<file path="src/rtl/ram_16x8_sync_wr_pkg.sv">
// Shared definitions for the 16x8 writable memory: default geometry,
// fill-sequencer state encoding and the fill-pattern replication helper.
package ram_16x8_sync_wr_pkg;

    localparam int DEF_ADDR_W = 4;
    localparam int DEF_DATA_W = 8;

    // FILL: sequencer owns the write port; READY: contents valid, user writes accepted
    typedef enum logic {
        ST_FILL  = 1'b0,
        ST_READY = 1'b1
    } fill_state_e;

    // Number of address copies that make up one fill word (addr replicated to DATA_W)
    function automatic int fill_reps(input int addr_w, input int data_w);
        return data_w / addr_w;
    endfunction

endpackage

</file>
<file path="src/rtl/ram_16x8_sync_wr_mem_fill_seq.sv">
// Fill sequencer: walks every address once writing the replicated-address
// pattern, then sits in READY until a re-fill is requested.
module mem_fill_seq
    import ram_16x8_sync_wr_pkg::*;
#(
    parameter int ADDR_W  = DEF_ADDR_W,
    parameter int DATA_W  = DEF_DATA_W,
    parameter int INIT_EN = 1
) (
    input  logic              clk,
    input  logic              rst_n,
    input  logic              init_start,
    output logic              busy,
    output logic              init_done,
    output logic              fill_we,
    output logic [ADDR_W-1:0] fill_addr,
    output logic [DATA_W-1:0] fill_data
);

    localparam int                REPS      = fill_reps(ADDR_W, DATA_W);
    localparam fill_state_e       RST_STATE = (INIT_EN != 0) ? ST_FILL : ST_READY;
    localparam logic [ADDR_W-1:0] CNT_ZERO  = {ADDR_W{1'b0}};
    localparam logic [ADDR_W-1:0] CNT_ONE   = {{(ADDR_W-1){1'b0}}, 1'b1};
    localparam logic [ADDR_W-1:0] CNT_LAST  = {ADDR_W{1'b1}};

    fill_state_e       r_state;
    fill_state_e       w_state_nxt;
    logic [ADDR_W-1:0] r_fill_cnt;
    logic [ADDR_W-1:0] w_fill_cnt_nxt;
    logic              r_busy;
    logic              r_init_done;

    // Next-state logic: count through all addresses in FILL, start a fresh fill from READY on request
    always_comb begin
        w_state_nxt    = r_state;
        w_fill_cnt_nxt = r_fill_cnt;
        case (r_state)
            ST_FILL: begin
                w_fill_cnt_nxt = r_fill_cnt + CNT_ONE;
                if (r_fill_cnt == CNT_LAST) begin
                    w_state_nxt = ST_READY;
                end else begin
                    w_state_nxt = ST_FILL;
                end
            end
            ST_READY: begin
                if (init_start) begin
                    w_state_nxt    = ST_FILL;
                    w_fill_cnt_nxt = CNT_ZERO;
                end else begin
                    w_state_nxt    = ST_READY;
                    w_fill_cnt_nxt = r_fill_cnt;
                end
            end
            default: begin
                w_state_nxt    = RST_STATE;
                w_fill_cnt_nxt = CNT_ZERO;
            end
        endcase
    end

    // State, counter and status flags; flags are decoded from the next state so they switch on the same edge
    always_ff @(posedge clk or negedge rst_n) begin
        if (!rst_n) begin
            r_state     <= RST_STATE;
            r_fill_cnt  <= CNT_ZERO;
            r_busy      <= (INIT_EN != 0);
            r_init_done <= (INIT_EN == 0);
        end else begin
            r_state     <= w_state_nxt;
            r_fill_cnt  <= w_fill_cnt_nxt;
            r_busy      <= (w_state_nxt == ST_FILL);
            r_init_done <= (w_state_nxt == ST_READY);
        end
    end

    assign busy      = r_busy;
    assign init_done = r_init_done;
    assign fill_we   = (r_state == ST_FILL);
    assign fill_addr = r_fill_cnt;
    assign fill_data = {REPS{r_fill_cnt}};

endmodule

</file>
<file path="src/rtl/ram_16x8_sync_wr.sv">
// 16x8 memory with a synchronous write port, a combinational read port and a
// built-in fill sequencer that loads addr*0x11 after reset or on request.
module ram_16x8_sync_wr
    import ram_16x8_sync_wr_pkg::*;
#(
    parameter int ADDR_W  = DEF_ADDR_W,
    parameter int DATA_W  = DEF_DATA_W,
    parameter int INIT_EN = 1
) (
    input  logic              clk,
    input  logic              rst_n,
    input  logic              init_start,
    input  logic              we,
    input  logic [ADDR_W-1:0] wr_addr,
    input  logic [DATA_W-1:0] wr_data,
    output logic              wr_ack,
    output logic              wr_err,
    input  logic [ADDR_W-1:0] rd_addr,
    output logic [DATA_W-1:0] rd_data,
    output logic              busy,
    output logic              init_done
);

    localparam int DEPTH = 1 << ADDR_W;

    logic              w_fill_we;
    logic [ADDR_W-1:0] w_fill_addr;
    logic [DATA_W-1:0] w_fill_data;
    logic [DATA_W-1:0] r_mem [DEPTH];
    logic              r_wr_ack;
    logic              r_wr_err;

    mem_fill_seq #(
        .ADDR_W  (ADDR_W),
        .DATA_W  (DATA_W),
        .INIT_EN (INIT_EN)
    ) u_fill_seq (
        .clk        (clk),
        .rst_n      (rst_n),
        .init_start (init_start),
        .busy       (busy),
        .init_done  (init_done),
        .fill_we    (w_fill_we),
        .fill_addr  (w_fill_addr),
        .fill_data  (w_fill_data)
    );

    // Memory write port: the sequencer has priority; user writes are dropped while it runs or in reset
    always_ff @(posedge clk) begin
        if (w_fill_we) begin
            r_mem[w_fill_addr] <= w_fill_data;
        end else if (we && rst_n) begin
            r_mem[wr_addr] <= wr_data;
        end
    end

    // One-cycle write response: accepted when the sequencer is idle, rejected while it is filling
    always_ff @(posedge clk or negedge rst_n) begin
        if (!rst_n) begin
            r_wr_ack <= 1'b0;
            r_wr_err <= 1'b0;
        end else begin
            r_wr_ack <= we && !w_fill_we;
            r_wr_err <= we && w_fill_we;
        end
    end

    assign wr_ack  = r_wr_ack;
    assign wr_err  = r_wr_err;
    assign rd_data = r_mem[rd_addr];

endmodule
</file>
<file path="config.mk">
export PLATFORM = sky130hd
export DESIGN_NAME = ram_16x8_sync_wr
export DESIGN_NICKNAME = d
export VERILOG_FILES = /design/src/rtl/ram_16x8_sync_wr_pkg.sv /design/src/rtl/ram_16x8_sync_wr_mem_fill_seq.sv /design/src/rtl/ram_16x8_sync_wr.sv
export SDC_FILE = /design/constraint.sdc
export NUM_CORES = 1
export LEC_CHECK = 0
export BUFFER_PORTS_ARGS = -buffer_cell sky130_fd_sc_hd__buf_2
export CORE_UTILIZATION = 52
export DETAILED_ROUTE_END_ITERATION = 10
export PLACE_DENSITY = 0.7
export SLEW_MARGIN = 30
export SYNTH_ARGS = -nofsm -noshare
export SYNTH_HDL_FRONTEND = slang
export SYNTH_HIERARCHICAL = 1
export SYNTH_SLANG_ARGS = --single-unit
</file>
<file path="constraint.sdc">
create_clock -name clk -period 3.4 [get_ports clk]
set_input_delay 0 -clock clk [delete_from_list [all_inputs] [get_ports clk]]
set_output_delay 0 -clock clk [all_outputs]
set_load 0.02 [all_outputs]
</file>
### Yosys cells after proc, flatten, opt, wreduce, memory -nomap -nowiden

Memory sizes are Yosys's and may differ from the RTL's.
Cells that the tools add are included.

* register bits after elaboration: 8
* bits in writable memories: 128
* memories kept: 1

* add/sub/neg operators: 1
* equal/unequal tests: 2
* muxes and demuxes: 12
* bitwise logic cells: 2
* reductions and logical operators: 4

Memories
* r_mem: words 16, bits a word 8, read ports 1, clocked after Yosys merged registers in 0, wr ports 1, line ram_16x8_sync_wr.sv:29 `logic [DATA_W-1:0] r_mem [DEPTH];`

Operators with widths (count)
* $mux 4: 2
* $mux 8: 1
* $pmux 4 s2: 1
* $reduce_or 8->1: 1
* $mux 1: 7
* $add 4x1->4 const B: 1
* $eq 4x4->1 const B: 1
* $logic_and 1x1->1: 3
* $ne 2x2->1 const B: 1
* $not 1->1: 2
* $pmux 1 s2: 1

### Depth between registers and ports, before layout

* depth in word-level cells: 6
* depth in mapped cells: 5

### Cells and area by module

The synthesis kept the hierarchy.

By module, submodules not included
* ram_16x8_sync_wr: times used 1, cells an instance 239, area an instance 5287.6 µm², seq. area each 3893.7 µm²
* mem_fill_seq: times used 1, cells an instance 31, area an instance 317.8 µm², seq. area each 151.4 µm²

### Worst setup path before layout

No wires, ideal clock.

* path type: flip-flop to flip-flop
* from: register u_fill_seq/init_done (netlist name)
* to: memory r_mem[10][0] (netlist name), enable pin
* setup time: 398 ps
* arrival: 2273 ps
* required time: 3002 ps
* setup slack: 729 ps
* cell stages (with the launch flop): 6
* buffers on the path: 1
* cells stage by stage: dfrtp_1 inv_1 nand3b_4 mux2i_2 buf_4 nor4b_1

RTL lines (line)
* to (decl): ram_16x8_sync_wr.sv:29

### Worst setup path after layout

* from: input rst_n
* to: memory r_mem[0][1] (netlist name), enable pin

* longest elaborated chain between the ends: 6
* elaborated cells between the ends (all ways): 7

Ends and longest elaborated chain
* from (decl): line ram_16x8_sync_wr.sv:11 `input logic rst_n,`
* $logic_and 1x1->1 (*): line ram_16x8_sync_wr.sv:52 `end else if (we && rst_n) begin`
* $mux 1 (*): line ram_16x8_sync_wr.sv:52
* $mux 1 (*): line ram_16x8_sync_wr.sv:50 `if (w_fill_we) begin`
* $mux 1 (not written as such) (*): line ram_16x8_sync_wr.sv:53 `r_mem[wr_addr] <= wr_data;`
* $reduce_or 8->1 (no line)
* $mux 4 (no line) or $mux 1 (tied branches)

Every way passes the cells marked *; elsewhere a longest branch is shown, timed or not.

==> results by group <==
Synthesis
  – Post-Syn Nets: 291
  – Mean post-synth cell area: 20.8 um^2
  – Synth async-reset ratio: 0.0588
  – Ys Warns: 6
  – Synth Flop Type: edfxtp_1
  – Post-synthesis instance area: 0.00561 mm^2
  – Synth Instances: 270
  – Post-synthesis sequential area ratio: 0.722
  – Yosys reg bits: 136
  – Unique masters post-synth: 34
  – Post-synth EDFFs: 128
  – Dominant cell type by area after synthesis: edfxtp_1
  – Synth top area cells: edfxtp_1 (69%), mux4_2 (7.2%), mux4_1 (6.6%), dfrtp_1 (3.1%), a22oi_1 (2.1%)
  – Share of the synthesized area in the top cell type: 0.686

Pwr
  – Switching power: 1.64 mW
  – Leak Pwr: 2.29 nW
  – Power share of the clock group: 0.321
  – Flop pwr share: 0.458
  – Combinational share of power: 0.220
  – Switching share of total power: 0.286
  – Cell Int Power: 4.11 mW
  – Peak VDD IR: 0.000449 V
  – PD cells: 868 mW/mm^2
  – Total power: 5.75 mW

Setup path
  – Worst setup SP type: input pin
  – Crit-path cells: dlygate4sd3_1 > dlygate4sd3_1 > buf_2 > nand3b_4 > mux2i_2 > nor4b_4
  – Endpoint class of the critical path: flip-flop
  – Worst Path Buf+Inv: 3
  – Crit path max-delay family: buffers and inverters
  – Worst path slowest cell: mux2i_2
  – Arrival @ worst endpoint: 2870 ps
  – Delay of the slowest critical-path stage: 740 ps
  – Crit path max fanout: 16
  – Cell repeated most along the worst path: dlygate4sd3_1
  – Req. time, crit path: 3560 ps
  – Crit path kind: in2reg

Die
  – Die Ht: 106 um
  – Initial Utilization: 0.541
  – Die width: 106 um
  – DIE AREA: 0.0112 mm^2
  – Core area: 0.0104 mm^2
  – I/O Pins: 32
  – Num rows: 37

Clock tree
  – Clock-pin slew on the worst setup and hold paths: 60 ps
  – Hold Buf Count CTS: 5
  – CTS buffer count: 17
  – Setup bufs post-CTS: 0
  – H-tree depth: 4
  – CTS tree: done
  – CTS Buffer Depth: 2
  – CTS resizes: 0
  – Clock latency on the worst-skew pair: 530 ps
  – CTS root buffer: clkbuf_8
  – Number of clock sinks: 136

GRT
  – GRT Util Overall: 0.220
  – Largest net degree at the start of global routing: 33
  – Met1 Use GR: 0.302
  – Global route overflow: 0
  – First-pass GRT wire length: 17,100 um
  – Initial antenna violation count: 0
  – M2 GR Usage: 0.340
  – Vias in the first global route: 2,962
  – Grt met3 use: 0.0625
  – GR peak layer: met2

Detailed routing
  – Vias per inst: 5.96
  – DR vias: 2,799
  – DRT Pass-1 Iters: 4
  – Routed Antenna Nets: 0
  – Final wirelength: 11,000 um
  – DRC Markers: 0
  – Wire length per cell: 23.4 um
  – First DRT Iteration DRCs: 243

Placed design
  – Placed instance area: 0.00596 mm^2
  – Cells after DPL: 433
  – DP HPWL: 6830 um
  – Pre-CTS WS: 477 ps
  – Port bufs: 31
  – Global placer's final weighted congestion: 0.729

Timing
  – Headroom to the max-slew limit: 0.417
  – Final-report max-slew violation count: 0
  – Clock Skews: 7.17 ps
  – Setup total negative slack: 0 ps
  – Final setup margin: 690 ps
  – Worst-Margin Slew: 875 ps
  – Hold Slack: 68.5 ps
  – Fmax: 369 MHz
  – Final min period: 2710 ps
  – Fin crit share: 0.797
  – RSZ-0062 raised after global routing: false
  – Final Hold Fails: 0
  – Final setup vio count: 0

Run status
  – Status: finished, final reports clean

Finish
  – Layout fillers: 705
  – Final Instance Area: 0.00662 mm^2
  – Ant diodes: 0
  – Nets: 342
  – Share of cells above drive strength 1: 0.365
  – Commonest cells after routing, fill and taps aside: edfxtp_1 (128), buf_2 (31), mux4_2 (18)
  – Most common cell after layout, fill and taps aside: edfxtp_1
  – Non-filler instance count after layout: 470
  – Final design utilization: 0.639
  – Area grow syn2layout: 18.1%

Min path
  – Hold WC Path Type: in2reg

Run
  – Max cap viols: 0
cell families after synthesis:
kind of cell	Yosys count	share of synthesized area
xor+xnor	2	0.00313
fa+ha+maj	1	0.00223
simple gates	42	0.0480
buf+inv	22	0.0315
mux	45	0.165
compound gates	22	0.0281
flops	136	0.722
power by group through the flow:
stage / Clock [mW] / Combinational, mW / Sequential, mW
2_1_floorplan: 0 / 0.805 / 2.63
3_3_place_gp: 0 / 1.20 / 2.64
3_5_place_dp: 0 / 1.25 / 2.66
4_1_cts: 1.86 / 1.27 / 2.64
5_1_grt: 1.93 / 1.37 / 2.67
6_report: 1.85 / 1.27 / 2.64
state kept, by name, summed over array words and instances, names as in the netlist:
name and cells:
r_mem 128, u_fill_seq/fill_addr 4, u_fill_seq/busy 1, u_fill_seq/init_done 1, wr_ack 1, wr_err 1
path summary, 6_finish.rpt:
kind                                       from                       to  slack [ps]  cells past startpoint
max in group asynchronous                 rst_n  u_fill_seq/fill_addr[0]        2050                      4
min reg2reg                u_fill_seq/init_done  u_fill_seq/fill_addr[3]         560                      1
max                                       rst_n              r_mem[0][1]         690                      6
min in group asynchronous                 rst_n          u_fill_seq/busy         580                      3
max reg2reg                u_fill_seq/init_done              r_mem[0][1]         690                      4
min                                  wr_data[0]             r_mem[15][0]          70                      2
synth_stat cells, types with 3 or more instances:
library cell     instances
buf_2                    3
nor2_1                   4
buf_6                    3
buf_4                   10
nand2_1                 11
a22oi_1                 16
edfxtp_1               128
mux4_2                  18
mux4_1                  14
nor4b_1                  8
clkdlybuf4s25_2          3
dfrtp_1                  7
mux2i_2                  3
mux2_2                  10
nor4_1                   8
layout make-up:
type,instances,area (um^2),share of cell area
Sequential cell,136,4050,0.611
Multi-Input combinational cell,112,1470,0.223
Clock buffer,18,418,0.0631
Timing Repair Buffer,52,325,0.0491
Clock inverter,14,181,0.0274
Tap cell,136,170,0.0257
Inverter,2,7.51,0.00113
metal layers:
layer | wire [um] | share of wire | vias up
li1 | - | - | 1242
met1 | 4900 | 0.45 | 1460
met2 | 5420 | 0.49 | 84
met3 | 518 | 0.047 | 13
met4 | 168 | 0.015 | 0
met5 | 0 | 0 | -
No activity file was read; power rests on OpenSTA's default activity.
